$ cat config.mk
export PLATFORM = sky130hd
export DESIGN_NAME = sail_iter_divider_flat
export DESIGN_NICKNAME = d
export VERILOG_FILES = /design/src/rtl/sail_div_pkg.sv /design/src/rtl/sail_iter_divider_if.sv /design/src/rtl/sail_div_step.sv /design/src/rtl/sail_iter_divider.sv /design/src/flat_wrapper.sv
export SDC_FILE = /design/constraint.sdc
export NUM_CORES = 1
export LEC_CHECK = 0
export CAP_MARGIN = 25
export CELL_PAD_IN_SITES_DETAIL_PLACEMENT = 0
export CELL_PAD_IN_SITES_GLOBAL_PLACEMENT = 1
export CORE_UTILIZATION = 46
export CTS_CLUSTER_SIZE = 14
export DETAILED_ROUTE_END_ITERATION = 8
export HOLD_SLACK_MARGIN = 0.02
export PLACE_DENSITY = 0.95
export RECOVER_POWER = 50
export SKIP_LAST_GASP = 1
export SYNTH_ARGS = -nofsm -noshare
export SYNTH_HDL_FRONTEND = slang
export SYNTH_SLANG_ARGS = --single-unit
$ cat constraint.sdc
create_clock -name clk -period 5 [get_ports clk]
set_clock_uncertainty 0.15 [all_clocks]
set_input_delay 1.25 -clock clk [delete_from_list [all_inputs] [get_ports clk]]
set_output_delay 1.25 -clock clk [all_outputs]
set_load 0.01 [all_outputs]
$ cat src/rtl/sail_div_pkg.sv
// ============================================================================
// Module : sail_div_pkg
// Brief  : Shared op encodings, FSM states and constants for the sail divider.
// Rev    : 1.0  initial release
// ============================================================================
`default_nettype none

package sail_div_pkg;

  localparam int DIV_WIDTH = 32;

  localparam logic [1:0] DIV_OP_DIV  = 2'b00;
  localparam logic [1:0] DIV_OP_DIVU = 2'b01;
  localparam logic [1:0] DIV_OP_REM  = 2'b10;
  localparam logic [1:0] DIV_OP_REMU = 2'b11;

  typedef enum logic [1:0] {
    DIV_IDLE = 2'd0,
    DIV_CALC = 2'd1,
    DIV_FIX  = 2'd2,
    DIV_DONE = 2'd3
  } div_state_e;

  localparam logic [DIV_WIDTH-1:0] DIV_ZERO_Q       = {DIV_WIDTH{1'b1}};
  localparam logic [DIV_WIDTH-1:0] DIV_OVF_DIVIDEND = {1'b1, {(DIV_WIDTH-1){1'b0}}};

endpackage

`default_nettype wire

$ cat src/rtl/sail_iter_divider_if.sv
// ============================================================================
// Module : sail_iter_divider_if
// Brief  : Start/done handshake and operand/result bus of the iterative divider.
// Rev    : 1.0  initial release
// ============================================================================
`default_nettype none

interface sail_iter_divider_if #(
  parameter int WIDTH = 32
);
  logic             start_i;
  logic [1:0]       op_i;
  logic [WIDTH-1:0] dividend_i;
  logic [WIDTH-1:0] divisor_i;
  logic             busy_o;
  logic             done_o;
  logic [WIDTH-1:0] result_o;

  modport master (
    output start_i, op_i, dividend_i, divisor_i,
    input  busy_o, done_o, result_o
  );

  modport slave (
    input  start_i, op_i, dividend_i, divisor_i,
    output busy_o, done_o, result_o
  );
endinterface

`default_nettype wire

$ cat src/rtl/sail_div_step.sv
// ============================================================================
// Module : sail_div_step
// Brief  : One restoring shift-subtract iteration; purely combinational.
// Rev    : 1.0  initial release
// ============================================================================
`default_nettype none

module sail_div_step #(
  parameter int WIDTH = 32
) (
  input  logic [WIDTH:0]   rem_i,
  input  logic [WIDTH-1:0] quo_i,
  input  logic [WIDTH-1:0] divisor_i,
  output logic [WIDTH:0]   rem_o,
  output logic [WIDTH-1:0] quo_o
);

  logic [WIDTH+1:0] w_shifted;
  logic [WIDTH+1:0] w_diff;
  logic             w_borrow;

  // The sign bit of the widened difference is the trial-subtract borrow.
  always_comb begin
    w_shifted = {rem_i, quo_i[WIDTH-1]};
    w_diff    = w_shifted - {2'b00, divisor_i};
    w_borrow  = w_diff[WIDTH+1];
    if (w_borrow) begin
      rem_o = w_shifted[WIDTH:0];
      quo_o = {quo_i[WIDTH-2:0], 1'b0};
    end else begin
      rem_o = w_diff[WIDTH:0];
      quo_o = {quo_i[WIDTH-2:0], 1'b1};
    end
  end

endmodule

`default_nettype wire

$ cat src/rtl/sail_iter_divider.sv
// ============================================================================
// Module : sail_iter_divider
// Brief  : Multi-cycle RV32M DIV/DIVU/REM/REMU divider, one quotient bit/cycle.
// Rev    : 1.0  initial release
// ============================================================================
`default_nettype none

module sail_iter_divider
  import sail_div_pkg::*;
#(
  parameter int WIDTH = DIV_WIDTH
) (
  input  logic               clk,
  input  logic               reset,
  sail_iter_divider_if.slave bus
);

  localparam int                  CNT_W    = $clog2(WIDTH);
  localparam logic [CNT_W-1:0]    c_LAST   = CNT_W'(WIDTH - 1);
  localparam logic [WIDTH-1:0]    c_ZERO_Q = {WIDTH{1'b1}};
  localparam logic [WIDTH-1:0]    c_OVF    = {1'b1, {(WIDTH-1){1'b0}}};

  div_state_e       state_q, state_d;
  logic [1:0]       op_q, op_d;
  logic             sign_a_q, sign_a_d;
  logic             sign_b_q, sign_b_d;
  logic [WIDTH:0]   rem_q, rem_d;
  logic [WIDTH-1:0] quo_q, quo_d;
  logic [WIDTH-1:0] dvs_q, dvs_d;
  logic [CNT_W-1:0] count_q, count_d;
  logic [WIDTH-1:0] result_q, result_d;

  logic [WIDTH:0]   w_step_rem;
  logic [WIDTH-1:0] w_step_quo;
  logic             w_signed_in;
  logic             w_neg_a;
  logic             w_neg_b;
  logic             w_signed_q;
  logic [WIDTH-1:0] w_quo_fix;
  logic [WIDTH-1:0] w_rem_fix;

  sail_div_step #(
    .WIDTH (WIDTH)
  ) u_step (
    .rem_i     (rem_q),
    .quo_i     (quo_q),
    .divisor_i (dvs_q),
    .rem_o     (w_step_rem),
    .quo_o     (w_step_quo)
  );

  always_ff @(posedge clk) begin
    if (reset) begin
      state_q  <= DIV_IDLE;
      op_q     <= 2'b00;
      sign_a_q <= 1'b0;
      sign_b_q <= 1'b0;
      rem_q    <= '0;
      quo_q    <= '0;
      dvs_q    <= '0;
      count_q  <= '0;
      result_q <= '0;
    end else begin
      state_q  <= state_d;
      op_q     <= op_d;
      sign_a_q <= sign_a_d;
      sign_b_q <= sign_b_d;
      rem_q    <= rem_d;
      quo_q    <= quo_d;
      dvs_q    <= dvs_d;
      count_q  <= count_d;
      result_q <= result_d;
    end
  end

  // Signed ops are those with op[0] clear (DIV, REM); magnitudes are loaded for them.
  always_comb begin
    w_signed_in = ~bus.op_i[0];
    w_neg_a     = w_signed_in & bus.dividend_i[WIDTH-1];
    w_neg_b     = w_signed_in & bus.divisor_i[WIDTH-1];
    w_signed_q  = ~op_q[0];
    w_quo_fix   = (w_signed_q & (sign_a_q ^ sign_b_q)) ? -quo_q : quo_q;
    w_rem_fix   = (w_signed_q & sign_a_q) ? -rem_q[WIDTH-1:0] : rem_q[WIDTH-1:0];
  end

  always_comb begin
    state_d  = state_q;
    op_d     = op_q;
    sign_a_d = sign_a_q;
    sign_b_d = sign_b_q;
    rem_d    = rem_q;
    quo_d    = quo_q;
    dvs_d    = dvs_q;
    count_d  = count_q;
    result_d = result_q;

    unique case (state_q)
      DIV_IDLE: begin
        if (bus.start_i) begin
          op_d     = bus.op_i;
          sign_a_d = bus.dividend_i[WIDTH-1];
          sign_b_d = bus.divisor_i[WIDTH-1];
          quo_d    = w_neg_a ? -bus.dividend_i : bus.dividend_i;
          dvs_d    = w_neg_b ? -bus.divisor_i : bus.divisor_i;
          rem_d    = '0;
          count_d  = '0;
          if (bus.divisor_i == '0) begin
            result_d = bus.op_i[1] ? bus.dividend_i : c_ZERO_Q;
            state_d  = DIV_DONE;
          end else if (w_signed_in && (bus.dividend_i == c_OVF) &&
                       (bus.divisor_i == {WIDTH{1'b1}})) begin
            result_d = bus.op_i[1] ? '0 : c_OVF;
            state_d  = DIV_DONE;
          end else begin
            state_d  = DIV_CALC;
          end
        end
      end
      DIV_CALC: begin
        rem_d   = w_step_rem;
        quo_d   = w_step_quo;
        count_d = count_q + 1'b1;
        if (count_q == c_LAST) begin
          state_d = DIV_FIX;
        end
      end
      DIV_FIX: begin
        result_d = op_q[1] ? w_rem_fix : w_quo_fix;
        state_d  = DIV_DONE;
      end
      DIV_DONE: begin
        state_d = DIV_IDLE;
      end
      default: begin
        state_d = DIV_IDLE;
      end
    endcase
  end

  assign bus.busy_o   = (state_q != DIV_IDLE);
  assign bus.done_o   = (state_q == DIV_DONE);
  assign bus.result_o = result_q;

endmodule

`default_nettype wire

$ cat src/flat_wrapper.sv
// flat-port wrapper written by rule: the top's interface ports become plain ports
module sail_iter_divider_flat import sail_div_pkg::*;
#(
  parameter int WIDTH = DIV_WIDTH
)
  (clk, reset, bus_start_i, bus_op_i, bus_dividend_i, bus_divisor_i, bus_busy_o, bus_done_o, bus_result_o);
  sail_iter_divider_if #(.WIDTH(WIDTH)) bus_i ();
  input  logic clk;
  input  logic reset;
  input wire logic [$bits(bus_i.start_i)-1:0] bus_start_i;
  input wire logic [$bits(bus_i.op_i)-1:0] bus_op_i;
  input wire logic [$bits(bus_i.dividend_i)-1:0] bus_dividend_i;
  input wire logic [$bits(bus_i.divisor_i)-1:0] bus_divisor_i;
  output wire logic [$bits(bus_i.busy_o)-1:0] bus_busy_o;
  output wire logic [$bits(bus_i.done_o)-1:0] bus_done_o;
  output wire logic [$bits(bus_i.result_o)-1:0] bus_result_o;
  assign bus_i.start_i = bus_start_i;
  assign bus_i.op_i = bus_op_i;
  assign bus_i.dividend_i = bus_dividend_i;
  assign bus_i.divisor_i = bus_divisor_i;
  assign bus_busy_o = bus_i.busy_o;
  assign bus_done_o = bus_i.done_o;
  assign bus_result_o = bus_i.result_o;
  sail_iter_divider #(.WIDTH(WIDTH)) u_core (.clk(clk), .reset(reset), .bus(bus_i));
endmodule
# Yosys cells after proc, flatten, opt, wreduce, memory -nomap -nowiden
# Index checks and enable logic that the tools add are counted.
# op_classes
add_sub_neg	6
n_eq_ne	9
mux	24
bitwise	7
reduce_logical	11
# ops
cell	n
2-to-1 mux 32 bit	11
negator 32 bit	4
case mux 32 bit (2 select lines)	2
2-to-1 mux 33 bit	2
case mux 33 bit (2 select lines)	1
equality test 32 bit (second input constant)	2
subtractor 34 x 32 -> 34 bit	1
zero test 32 bit	1
case mux 5 bit (2 select lines)	1
2-to-1 mux 2 bit	4
case mux 2 bit (4 select lines)	1
AND reduction 2 bit	3
nonzero test 2 bit	3
adder 5 x 1 -> 5 bit (second input constant)	1
equality test 5 bit (second input constant)	1
2-to-1 mux 5 bit	1
bitwise AND 1 bit	4
equality test 2 bit (second input constant)	2
inequality test 3 x 1 -> 1 bit (second input constant)	1
AND reduction 3 bit	1
equality test 2 x 1 -> 1 bit (second input constant)	1
logical AND 1 bit	2
zero test 2 bit	1
inequality test 2 x 1 -> 1 bit (second input constant)	1
other kinds (4)	5
# totals
regBits	140
inputBits	69
out_inout_bits	34
elab_cells	66

# Logic depth before layout (Yosys ltp)
# logic_depth
depth_word	7
ltp_mapped	13
depth_no_buf	13

# Hierarchy
# From an unflattened synthesis, not the netlist that was laid out.
# hier_totals
cells_unflattened	1504
area_unflattened_um2	11307.1
# by_module_without_submodules
module	n_inst	cells_per_inst	area_per_inst_um2	seq_area_each_um2
sail_iter_divider	1	1145	8903.5	2802.7
sail_div_step	1	359	2403.6	0.0

# Least setup slack after synthesis
# OpenSTA, ideal clock, no wires.
# synth_path
path_kind	input port to flip-flop
start	input port bus_divisor_i[14]
end	register u_core.result_q[10] (netlist: u_core.bus.result_o[10])
setup_ns	0.132
arrival_ns	3.428
required_ns	4.718
path_slack_ns	1.291
path_stages	9
n_path_buf	1
cell_sequence	or4_1 -> or4_4 -> nor4_4 -> nand2_2 -> o31a_1 -> o21a_1 -> buf_2 -> a211oi_1 -> nor3_1
# synth_via
elab_chain_len	4
elab_cells_between_ends	8
classes_between	eq/ne (2); mux (3); reduce/logical (3)
# synth_lines
item	line	source
from (decl)	flat_wrapper.sv:13	input wire logic [$bits(bus_i.divisor_i)-1:0] bus_divisor_i;
equality test 32 bit / zero test 32 bit (equally long branches)	sail_iter_divider.sv:111, sail_iter_divider.sv:107	
logical AND 1 bit / 2-to-1 mux 32 bit (equally long branches)	sail_iter_divider.sv:110, sail_iter_divider.sv:107	
inequality test 3 x 1 -> 1 bit (no source line) / 2-to-1 mux 32 bit (equally long branches)	--	
AND reduction 3 bit (no source line) / case mux 32 bit (2 select lines) (equally long branches)	--	
to (signal assigned)	sail_iter_divider.sv:72	result_q <= result_d;
to (decl)	sail_iter_divider.sv:31	logic [WIDTH-1:0] result_q, result_d;
# Parallel ways exist; a longest one is shown, timed or not. The select of a mux whose other input is x is not followed.
# A chain may end at the register's enable or synchronous reset.

# Final worst setup path
# layout_path
start	input port bus_dividend_i[6]
end	register u_core.quo_q[27]
# layout_via
elab_chain_len	4
# layout_lines
item	line	source
from (decl)	flat_wrapper.sv:12	input wire logic [$bits(bus_i.dividend_i)-1:0] bus_dividend_i;
negator 32 bit	sail_iter_divider.sv:103	quo_d = w_neg_a ? -bus.dividend_i : bus.dividend_i;
2-to-1 mux 32 bit	sail_iter_divider.sv:103	
2-to-1 mux 32 bit	sail_iter_divider.sv:99	if (bus.start_i) begin
case mux 32 bit (2 select lines)	sail_iter_divider.sv:97	unique case (state_q)
to (signal assigned)	sail_iter_divider.sv:69	quo_q <= quo_d;
to (decl)	sail_iter_divider.sv:28	logic [WIDTH-1:0] quo_q, quo_d;
# Every way passes these cells. The select of a mux whose other input is x is not followed.

==> impl_metrics.json <==
{
  "postPlaceCellArea_um2": 11730,
  "diodes": 0,
  "final_hold_viol_count": 0,
  "n_fill_cell": 2077,
  "internal-power_mw": 2.562,
  "dp.cells": 1732,
  "grt_usage_pct": 28.04,
  "drt_pre_antenna_iters": 7,
  "p_leak_nw": 4.620,
  "wl_per_cell_um": 18.37,
  "drt-initial-drc-count": 1162,
  "synth.distinct_cells": 70,
  "syn_to_final_growth_pct": 17.60,
  "power_frac_comb_pct": 35.5,
  "rsz0062_at_grt": "false",
  "finish.utilization_pct": 55.74,
  "grt-ovfl-total": 0,
  "vias": 10800,
  "synth_edf_count": 0,
  "grt_start_max_net_pins": 84,
  "drv_cap": 1,
  "drive_gt1_share_pct": 4.717,
  "cts_root_buffer": "clkbuf_16",
  "worst_setup_path_end_kind": "flop",
  "required_ns": 5.22,
  "async_flop_share_pct": 0,
  "synth_area_leaders": "dfxtp_1 (27%), xor2_1 (6.2%), xnor2_1 (5.7%)",
  "switchingPower_mw": 1.585,
  "setup_viol": 0,
  "maxSlewViolCount": 66,
  "swShare_pct": 38.22,
  "antenna_found_initial": 0,
  "cts-htree-levels": 4,
  "vias_per_cell": 6.124,
  "io_pins": 103,
  "coreArea_um2": 22090,
  "max_freq_ghz": 0.2395,
  "finalWeightedCongestion": 0.8952,
  "die_width_um": 152.9,
  "clk_path_buf_depth": 2,
  "pre_cts_ws_ns": 0.5343,
  "r2r_start": "u_core.rem_q[26]",
  "post_cts_resize_count": 0,
  "whs_ns": 0.3210,
  "seq_power_share_pct": 33.2,
  "synth_area_per_cell_um2": 7.422,
  "grt_pass1_wl_mm": 52.63,
  "cp_max_fo": 6,
  "ant_nets": 0,
  "placementRows": 54,
  "final_common_cell": "nand2_1",
  "netlist_area_um2": 10470,
  "cp-start-kind": "primary input",
  "ctsHoldBuffers": 0,
  "max_slew_margin_pct": -72.09,
  "synthCells": 1411,
  "powerDensity_nw_per_um2": 336.7,
  "synth_top_cell_by_area": "dfxtp_1",
  "clockPowerShare_pct": 31.3,
  "grt_pass1_vias": 9942,
  "die_h_um": 152.9,
  "dp_hpwl_mm": 23.81,
  "post-route-worst-setup-slack_ns": 0.8250,
  "cts.sinks": 140,
  "yosysWarnings": 0,
  "ys_seq_area_share_pct": 26.76,
  "fin_crit_sh_pct": 83.50,
  "finalPower_mw": 4.147,
  "status": "finished with violations",
  "final_cells": 1764,
  "clk_pin_slew_ns": 0.07,
  "finalCriticalPeriod_ns": 4.175,
  "syn_nets": 1524,
  "die_area_um2": 23370,
  "cp-startpoint": "bus_dividend_i[6]",
  "yosysTopAreaCellShare_pct": 26.76,
  "tns_ns": 0,
  "cts_inserted_buffers": 17,
  "min-delay-start": "u_core.sign_b_q",
  "synth-seq-cells": 140,
  "cts_tree": "done",
  "hold_class": "flop to flop",
  "drc": 0,
  "port_buffers": 102,
  "synth-main-ff-cell": "dfxtp_1",
  "postCtsSetupBuffers": 0,
  "tightest_slew_ns": 2.581,
  "initial_utilization_pct": 47.40,
  "arrival_ns": 4.39,
  "violations": "capacitance limit, slew limit",
  "design_area_um2": 12320,
  "vdd_drop_max_mv": 0.2413,
  "most-common-layout-cells": "nand2_1 (157), nor2_1 (148), dfxtp_1 (140)",
  "path_class": "primary input to flop",
  "clk_latency_ns": 0.43,
  "routed_wirelength_mm": 32.40,
  "nNetsFinal": 1584
}
==> power groups by stage <==
| stage | sequential (mW) | combinational (mW) | clock (mW) |
|---|---|---|---|
| after floorplan | 1.35 | 1.06 | 0 |
| after global placement | 1.39 | 1.41 | 0 |
| after detailed placement | 1.40 | 1.44 | 0 |
| after CTS | 1.37 | 1.45 | 1.31 |
| after global routing | 1.39 | 1.62 | 1.36 |
| final | 1.38 | 1.47 | 1.30 |
==> flip-flops by register name (all words and copies together), names as in the netlist <==
signal and count:
u_core.op_q 2, u_core.count_q 5, u_core.sign_a_q 1, u_core.rem_q 33, u_core.quo_q 32, u_core.sign_b_q 1
u_core.dvs_q 32, u_core.state_q 2, u_core.bus.result_o 32
==> routing by layer <==
metal	global-route usage, %	wire (um)	up-vias
met4	11.11	1061	0
met1	39.24	14620	5001
met3	3.969	2581	70
met5	0	0	-
met2	43.32	14130	480
li1	-	-	5251
==> cells in the mapped netlist, types with 4 or more instances <==
master	count
a211oi_1	35
a21o_1	15
a21oi_1	111
a222oi_1	13
a22oi_1	5
a311oi_1	12
a31oi_1	12
a32oi_1	8
and2_1	7
and3_1	6
and4_1	4
buf_2	7
clkbuf_1	72
dfxtp_1	140
ha_1	43
inv_1	57
mux2i_1	18
nand2_1	157
nand2b_1	18
nand3_1	16
nand4_1	15
nor2_1	149
nor2b_1	10
nor3_1	30
nor4_1	10
o211ai_1	39
o21ai_0	117
o21ai_1	6
o221ai_1	4
o22ai_1	4
o311ai_0	10
o31ai_1	26
o41ai_1	10
or3_1	15
or4_1	17
xnor2_1	68
xor2_1	74
==> cell type report <==
class	count	area (um^2)	share of cell area, %
Multi-Input combinational cell	1129	7138	57.96
Tap cell	280	350.3	2.845
Clock inverter	13	137.6	1.118
Sequential cell	140	2803	22.76
Inverter	58	217.7	1.768
Timing Repair Buffer	125	1216	9.875
Clock buffer	19	452.9	3.678
==> final timing paths <==
| kind | to | slack, ns | depth (start not counted) |
|---|---|---|---|
| worst max-delay path | u_core.quo_q[27] | 0.82 | 10 |
| worst min-delay path | u_core.sign_b_q | 0.32 | 2 |
| worst max register to register | u_core.rem_q[18] | 1.34 | 10 |
| worst min register to register | u_core.sign_b_q | 0.32 | 2 |
==> cells by family (layout without fill, tap and decap cells) <==
| kind of cell | count (synthesis) | count (layout) | synth area share [%] |
|---|---|---|---|
| AOI/OAI and AO/OA | 449 | 449 | 27.51 |
| muxes | 19 | 19 | 1.828 |
| and+or+nand+nor | 475 | 475 | 21.41 |
| buffers and inverters | 142 | 215 | 5.281 |
| DFF | 140 | 140 | 26.76 |
| adders and majority gates | 44 | 44 | 5.329 |
| xor gates and xnor gates | 142 | 142 | 11.88 |
==> worst max-delay path, stage by stage <==
cell           delay (ns)
dlygate4sd3_1        0.63
or4_1                0.62
nor3_1               0.33
nand4_1              0.45
nor2_1               0.42
a21oi_1              0.14
xnor2_1              0.15
o21ai_0              0.14
nand2_1              0.07
a21oi_1              0.18
Note: power is estimated with default switching activity, not from simulation.
